File: config.mk
export PLATFORM = sky130hd
export DESIGN_NAME = vend_controller
export DESIGN_NICKNAME = d
export VERILOG_FILES = /design/src/rtl/vend_pkg.sv /design/src/rtl/vend_coin_decode.sv /design/src/rtl/vend_controller.sv
export SDC_FILE = /design/constraint.sdc
export NUM_CORES = 1
export LEC_CHECK = 0
export BUFFER_PORTS_ARGS = -buffer_cell sky130_fd_sc_hd__buf_4
export CAP_MARGIN = 20
export CORE_ASPECT_RATIO = 0.9
export CORE_MARGIN = 2
export CORE_UTILIZATION = 26
export CTS_CLUSTER_SIZE = 20
export DETAILED_ROUTE_END_ITERATION = 6
export SLEW_MARGIN = 10
export SYNTH_ARGS = -nofsm -noshare
export SYNTH_HDL_FRONTEND = slang
export SYNTH_SLANG_ARGS = --single-unit
File: constraint.sdc
create_clock -name CLK -period 3.8 [get_ports CLK]
set_clock_uncertainty 0.05 [all_clocks]
set_input_delay 0.19 -clock CLK [delete_from_list [all_inputs] [get_ports CLK]]
set_output_delay 0.19 -clock CLK [all_outputs]
set_load 0.01 [all_outputs]
File: src/rtl/vend_pkg.sv
// rtl/vend_pkg.sv - shared state encoding and coin values for the guffin vending controller
package vend_pkg;

    typedef enum logic [1:0] {
        COLLECT = 2'b00,
        VEND    = 2'b01,
        CHANGE  = 2'b10
    } vend_state_e;

    localparam logic [2:0] Q_QUARTER = 3'd1;
    localparam logic [2:0] Q_HALF    = 3'd2;
    localparam logic [2:0] Q_DOLLAR  = 3'd4;

endpackage

File: src/rtl/vend_coin_decode.sv
// rtl/vend_coin_decode.sv - classifies the three coin-present lines into a quarter value and legality
module vend_coin_decode
    import vend_pkg::*;
(
    input  logic       quarter_i,
    input  logic       half_i,
    input  logic       dollar_i,
    output logic [2:0] value_o,
    output logic       valid_o,
    output logic       illegal_o,
    output logic       any_o
);

    logic [1:0] count;

    assign count     = {1'b0, quarter_i} + {1'b0, half_i} + {1'b0, dollar_i};
    assign valid_o   = (count == 2'd1);
    assign illegal_o = (count > 2'd1);
    assign any_o     = (count != 2'd0);

    always_comb begin
        value_o = 3'd0;
        if (valid_o) begin
            if (quarter_i)   value_o = Q_QUARTER;
            else if (half_i) value_o = Q_HALF;
            else             value_o = Q_DOLLAR;
        end
    end

endmodule

File: src/rtl/vend_controller.sv
// rtl/vend_controller.sv - step-driven collect/vend/change sequencer with quarter-unit credit and change
module vend_controller
    import vend_pkg::*;
#(
    parameter int PRICE_Q = 4,
    parameter int CW      = 4
) (
    input  logic          CLK,
    input  logic          RES,
    input  logic          step,
    input  logic          quarter_in,
    input  logic          halfDollar_in,
    input  logic          dollar_in,
    output logic          guffin,
    output logic          quarter_out,
    output logic          halfDollar_out,
    output logic          coin_reject,
    output logic          busy,
    output logic [CW-1:0] credit_q,
    output logic [CW-1:0] change_q,
    output logic [1:0]    state_code
);

    localparam logic [CW:0]   PRICE_W = (CW+1)'(PRICE_Q);
    localparam logic [CW-1:0] ONE_C   = CW'(1);
    localparam logic [CW-1:0] TWO_C   = CW'(2);

    vend_state_e state_q;
    logic        reject_q;

    logic [2:0]    coin_value;
    logic          coin_valid;
    logic          coin_illegal;
    logic          coin_any;
    logic [CW:0]   sum;
    logic [CW:0]   excess;
    logic [CW-1:0] payout;
    logic [CW-1:0] change_left;

    vend_coin_decode u_decode (
        .quarter_i (quarter_in),
        .half_i    (halfDollar_in),
        .dollar_i  (dollar_in),
        .value_o   (coin_value),
        .valid_o   (coin_valid),
        .illegal_o (coin_illegal),
        .any_o     (coin_any)
    );

    // One extra bit so credit + dollar can never wrap before the price compare.
    assign sum         = {1'b0, credit_q} + (CW+1)'(coin_value);
    assign excess      = sum - PRICE_W;
    assign payout      = (change_q >= TWO_C) ? TWO_C : ONE_C;
    assign change_left = change_q - payout;

    always_ff @(posedge CLK) begin
        if (RES) begin
            state_q  <= COLLECT;
            credit_q <= '0;
            change_q <= '0;
            reject_q <= 1'b0;
        end else if (step) begin
            case (state_q)
                COLLECT: begin
                    reject_q <= coin_illegal;
                    if (coin_valid) begin
                        if (sum >= PRICE_W) begin
                            change_q <= excess[CW-1:0];
                            credit_q <= '0;
                            state_q  <= VEND;
                        end else begin
                            credit_q <= sum[CW-1:0];
                        end
                    end
                end
                VEND: begin
                    reject_q <= coin_any;
                    state_q  <= (change_q != '0) ? CHANGE : COLLECT;
                end
                CHANGE: begin
                    reject_q <= coin_any;
                    change_q <= change_left;
                    if (change_left == '0) state_q <= COLLECT;
                end
                default: begin
                    state_q  <= COLLECT;
                    reject_q <= 1'b0;
                end
            endcase
        end
    end

    assign guffin         = (state_q == VEND);
    assign halfDollar_out = (state_q == CHANGE) && (change_q >= TWO_C);
    assign quarter_out    = (state_q == CHANGE) && (change_q == ONE_C);
    assign busy           = (state_q != COLLECT);
    assign coin_reject    = reject_q;
    assign state_code     = state_q;

endmodule

Word level (Yosys, flattened, before mapping)
Cells that the tools add are included.
{"block": "op_classes", "add_sub_neg": 5, "multipliers": 0, "div": 0, "magnitude_cmp": 3, "n_eq_ne": 7, "n_shift": 0, "mux": 14, "n_bitwise": 0, "n_reduce_logical": 12}
{"op": "$mux W4", "n": 3}
{"op": "$mux W2", "n": 5}
{"op": "$mux W3", "n": 3}
{"op": "$pmux W4 S2", "n": 1}
{"op": "$reduce_and A4 Y1", "n": 2}
{"op": "$ne A2 B2 Y1 const B", "n": 3}
{"op": "$pmux W2 S3", "n": 1}
{"op": "$reduce_bool A2 Y1", "n": 3}
{"op": "$add A4 B3 Y5", "n": 1}
{"op": "$ge A5 B3 Y1 const B", "n": 1}
{"op": "$eq A2 B1 Y1 const B", "n": 2}
{"op": "$eq A4 B1 Y1 const B", "n": 1}
{"op": "$ge A4 B2 Y1 const B", "n": 1}
{"op": "$logic_not A4 Y1", "n": 1}
{"op": "$reduce_bool A4 Y1", "n": 1}
{"op": "$sub A4 B2 Y4", "n": 1}
{"op": "$sub A4 B3 Y4 const B", "n": 1}
{"op": "$reduce_and A3 Y1", "n": 1}
{"op": "$add A1 B1 Y2", "n": 1}
{"op": "$add A2 B1 Y2", "n": 1}
{"op": "$eq A2 B2 Y1 const B", "n": 1}
{"op": "$gt A2 B1 Y1 const B", "n": 1}
{"op": "$logic_and A1 B1 Y1", "n": 2}
{"op": "$logic_not A2 Y1", "n": 1}
{"op": "other kinds (2)", "n": 2}
{"block": "word_totals", "reg_bits": 11, "latchBits": 0, "ram_bits": 0, "romBits": 0, "input_bits": 6, "output_inout_bits": 15, "elab_cells": 45, "memories": 0}

Logic depth before layout (Yosys ltp)
{"block": "logic_depth", "word_depth": 9, "ltp_mapped": 14, "ltp_nobuf": 14}

Cells and area by module
From an unflattened synthesis, not the netlist that was laid out.
{"block": "hier_totals", "hier_cells": 108, "area_unflattened_um2": 922.1}
{"module": "vend_controller", "n_inst": 1, "cells_per_inst": 98, "area_each_um2": 840.8}
{"module": "vend_coin_decode", "n_inst": 1, "cells_per_inst": 10, "area_each_um2": 81.3}

Worst setup path after synthesis
No wires, ideal clock.
{"block": "synth_path", "path_kind": "input to register", "startpoint": "in quarter_in", "endpoint": "reg change_q[2]", "setup_ps": 117, "arrival_ps": 3001, "setup_slack_ps": 631, "cell_stages": 14, "cell_sequence": "inv_1 -> fa_1 -> nor2b_1 -> nand3_1 -> inv_1 -> ha_1 -> a21o_1 -> a21oi_1 -> xor2_1 -> ha_1 -> a311oi_4 -> a31oi_2 -> o21ai_1 -> a32o_1"}
{"block": "synth_via", "elab_chain_cells": 9, "word_cells_on_any_way": 14}
{"item": "start: declaration", "line_no": "vend_controller.sv:11", "text": "input logic quarter_in,"}
{"item": "$add A1 B1 Y2", "line_no": "vend_coin_decode.sv:16", "text": "assign count = {1'b0, quarter_i} + {1'b0, half_i} + {1'b0, dollar_i};"}
{"item": "$add A2 B1 Y2", "line_no": "vend_coin_decode.sv:16"}
{"item": "$eq A2 B1 Y1", "line_no": "vend_coin_decode.sv:17", "text": "assign valid_o = (count == 2'd1);"}
{"item": "$mux W3", "line_no": "vend_coin_decode.sv:23", "text": "if (valid_o) begin"}
{"item": "$add A4 B3 Y5", "line_no": "vend_controller.sv:51", "text": "assign sum = {1'b0, credit_q} + (CW+1)'(coin_value);"}
{"item": "$sub A4 B3 Y4", "line_no": "vend_controller.sv:52", "text": "assign excess = sum - PRICE_W;"}
{"item": "$mux W4", "line_no": "vend_controller.sv:67", "text": "if (sum >= PRICE_W) begin"}
{"item": "$mux W4", "line_no": "vend_controller.sv:66", "text": "if (coin_valid) begin"}
{"item": "$pmux W4 S2", "line_no": "vend_controller.sv:63", "text": "case (state_q)"}
{"item": "end signal: assignment", "line_no": "vend_controller.sv:68", "text": "change_q <= excess[CW-1:0];"}
{"item": "end signal: assignment", "line_no": "vend_controller.sv:82", "text": "change_q <= change_left;"}
{"item": "end: declaration", "line_no": "vend_controller.sv:20", "text": "output logic [CW-1:0] change_q,"}
Parallel ways exist; a longest one is shown, timed or not. The select of a mux whose other input is x is not followed.
A chain may end at the register's enable or synchronous reset.

Worst setup path in the final report
Ends and elaborated chain as after synthesis.

==> out/results.ini <==
[run_status]
status=finished clean

[critical_path]
reg2reg_slack_ns=1.11
path_max_fanout=8
worstPathRequired_ns=3.88
cp-start-kind=input port
worstSetupEndpointType=flip-flop
cp.arrival_ns=3.32
worstPathCellList=buf_4 > inv_1 > fa_1 > nand2b_1 > nor2_1 > ha_1 > inv_1 > fa_1 > xnor2_2 > ha_1 > a311oi_4 > a31oi_2 > o21ai_1 > a32o_1
crit_type=input port to flip-flop
crit_slowest_cell=fa_1
max_stage_delay_ns=0.51

[global_routing]
grt_antenna_before_repair=0
grt_pass1_vias=792
grt_max_degree=14
grt_usage_pct=12.24
grt_pass1_wl_um=3629
grt_overflow=0

[clocking]
post_cts_resized=0
ctsHoldBuffers=0
clockRootBuffer=clkbuf_8
clk_pin_slew_worst_paths_ns=0.05
cts_tree=yes
postCtsSetupRepairBufs=0
cts_max_level=1
cts_made_buffers=3
clock_path_buffers=2
clock-sinks=11
clkLatencyLatePin_ns=0.24

[power]
p_comb_share_pct=20.9
max-vdd-ir-drop_mv=0.1181
clkPwrFrac_pct=39.2
power.density_nw_per_um2=258.6
switching_share_pct=27.09
power_frac_seq_pct=40.0
leakagePower_uw=0.0005289
internal_power_uw=220.6
switching_power_uw=81.94

[detailed_routing]
via_count=820
dr.pass1.iters=4
vias_per_cell=4.740
drtAntennaViolNets=0
drt-initial-drc-count=16
wire_per_inst_um=12.52
wl_um=2166
post-route-drc-count=0

[logic_synthesis]
synth_cell_types=39
syn-mean-instance-area_sq_um=8.652
syn-cell-area_sq_um=917.1
synth_cells=106
synth_seq_area_share_pct=24.01
synth-seq-cells=11
synth_edf_count=0
ys.flop_type=dfxtp_1
ys_warn_count=0
synthArstFlopShare_pct=0
syn_nets=125

[floorplanning]
rows=20
die_area_sq_um=4019
start_util_pct=27.15
core-area_sq_um=3378
pin_count=21
dieHeight_um=60.35
die_w_um=66.61

[sta]
drv_slew=0
fin_crit_ns=3.244
tns_ns=0
finalCritPeriodShare_pct=85.36
hold_violations=0
slew_headroom_pct=67.23
max_freq_ghz=0.3083
grt_setup_unrepaired=no
setup-violations-final=0
worst_slew_pin_slew_ns=0.4900
fin_worst_hold_slack_ns=0.1404

[final_layout]
nNetsFinal=149
final_cell_area_sq_um=1170
utilization_pct=34.63
n_antenna_cell=0
layout-area-overhead-vs-synth_pct=27.56
layout-drive-gt1-share_pct=24.81
stdcell_count=173

[placed_design]
dp_cells=169
gp_congestion=0.7817
hpwl_um=1712
post_dp_cell_area_sq_um=1125
io_buffers=20

[hold_path]
min_path_type=input port to flip-flop

[run]
maxCapViolations=0

[power by group through the flow]
stage          sequential [uW]  combinational [uW]  clock [uW]
6_report                   121                63.1         118
5_1_grt                    121                70.5         128
4_1_cts                    121                63.4         123
3_5_place_dp               123                63.0           0
3_3_place_gp               123                61.7           0
2_1_floorplan              124                42.5           0
[Yosys cell counts, types with 2 or more instances]
| master | count | area (sq um) |
|---|---|---|
| ha_1 | 10 | 125.1 |
| nand3_1 | 2 | 10.01 |
| a221oi_1 | 2 | 17.52 |
| nor2_1 | 6 | 22.52 |
| and3_1 | 3 | 18.77 |
| nand2_1 | 6 | 22.52 |
| nor3_1 | 5 | 25.02 |
| xor2_1 | 2 | 17.52 |
| a32o_1 | 2 | 20.02 |
| dfxtp_1 | 11 | 220.2 |
| a21oi_1 | 8 | 40.04 |
| nor2b_1 | 4 | 25.02 |
| mux2i_1 | 3 | 30.03 |
| nand2b_1 | 2 | 12.51 |
| fa_1 | 3 | 60.06 |
| inv_1 | 14 | 52.55 |
[metal layers]
layer	GRT usage (%)	part of all wire [%]
met1	14.68	47
met2	20.00	47
met3	3.896	4.1
met4	6.122	2.3
met5	0	0
[path summary, 6_finish.rpt]
check / from / to / depth (start not counted)
max: quarter_in / change_q[2]$_SDFFE_PP0P_ / 14
min: step / state_code[0]$_SDFFE_PP0P_ / 2
max reg2reg: credit_q[0]$_SDFFE_PP0P_ / change_q[2]$_SDFFE_PP0P_ / 9
min reg2reg: credit_q[1]$_SDFFE_PP0P_ / credit_q[1]$_SDFFE_PP0P_ / 2
[cell type report]
cell class	instances	area, sq um
fillers	365	2208
multi-input cells	77	628.1
clock buffers	4	45.04
flip-flops and latches	11	220.2
well taps	44	55.05
inverters	15	56.30
repair buffers	22	165.2
[flip-flops by register name, indices dropped and copies added (netlist names)]
name / cells
state_code: 2
credit_q: 4
coin_reject: 1
change_q: 4
[placed cells by master (no fill, tap or decap), drive strengths merged, types with 3 or more instances in the layout]
cell and instances:
nand2 6, nor2b 4, buf 22, o21ai 3, and3 3, nor3 5
dfxtp 11, mux2i 3, a21oi 8, ha 10, fa 3, clkbuf 4
inv 15, nor2 6
[stage by stage]
step	setup WS [ns]	total power, uW
2_1_floorplan	0.6311	166.0
4_1_cts	0.5494	307.6
6_report	0.5563	302.5
3_5_place_dp	0.2903	186.3
5_1_grt	0.3532	320.2
3_3_place_gp	0.4042	184.8
[critical path: cells and delay by family]
family	cells	cell delay [ns]
fa+ha+maj	4	1.34
simple gates	2	0.29
buf+inv	3	0.20
compound gates	4	0.99
xor+xnor	1	0.29
[logic make-up (layout without fill, tap and decap cells)]
group | after synthesis | count (layout) | synth area share [%]
buffers and inverters | 18 | 41 | 7.502
DFF | 11 | 11 | 24.01
adders and majority gates | 13 | 13 | 20.19
AOI/OAI and AO/OA | 26 | 26 | 23.60
xor gates and xnor gates | 3 | 3 | 3.684
and+or+nand+nor | 32 | 32 | 17.74
muxes | 3 | 3 | 3.274
(Power assumes the default switching activity.)
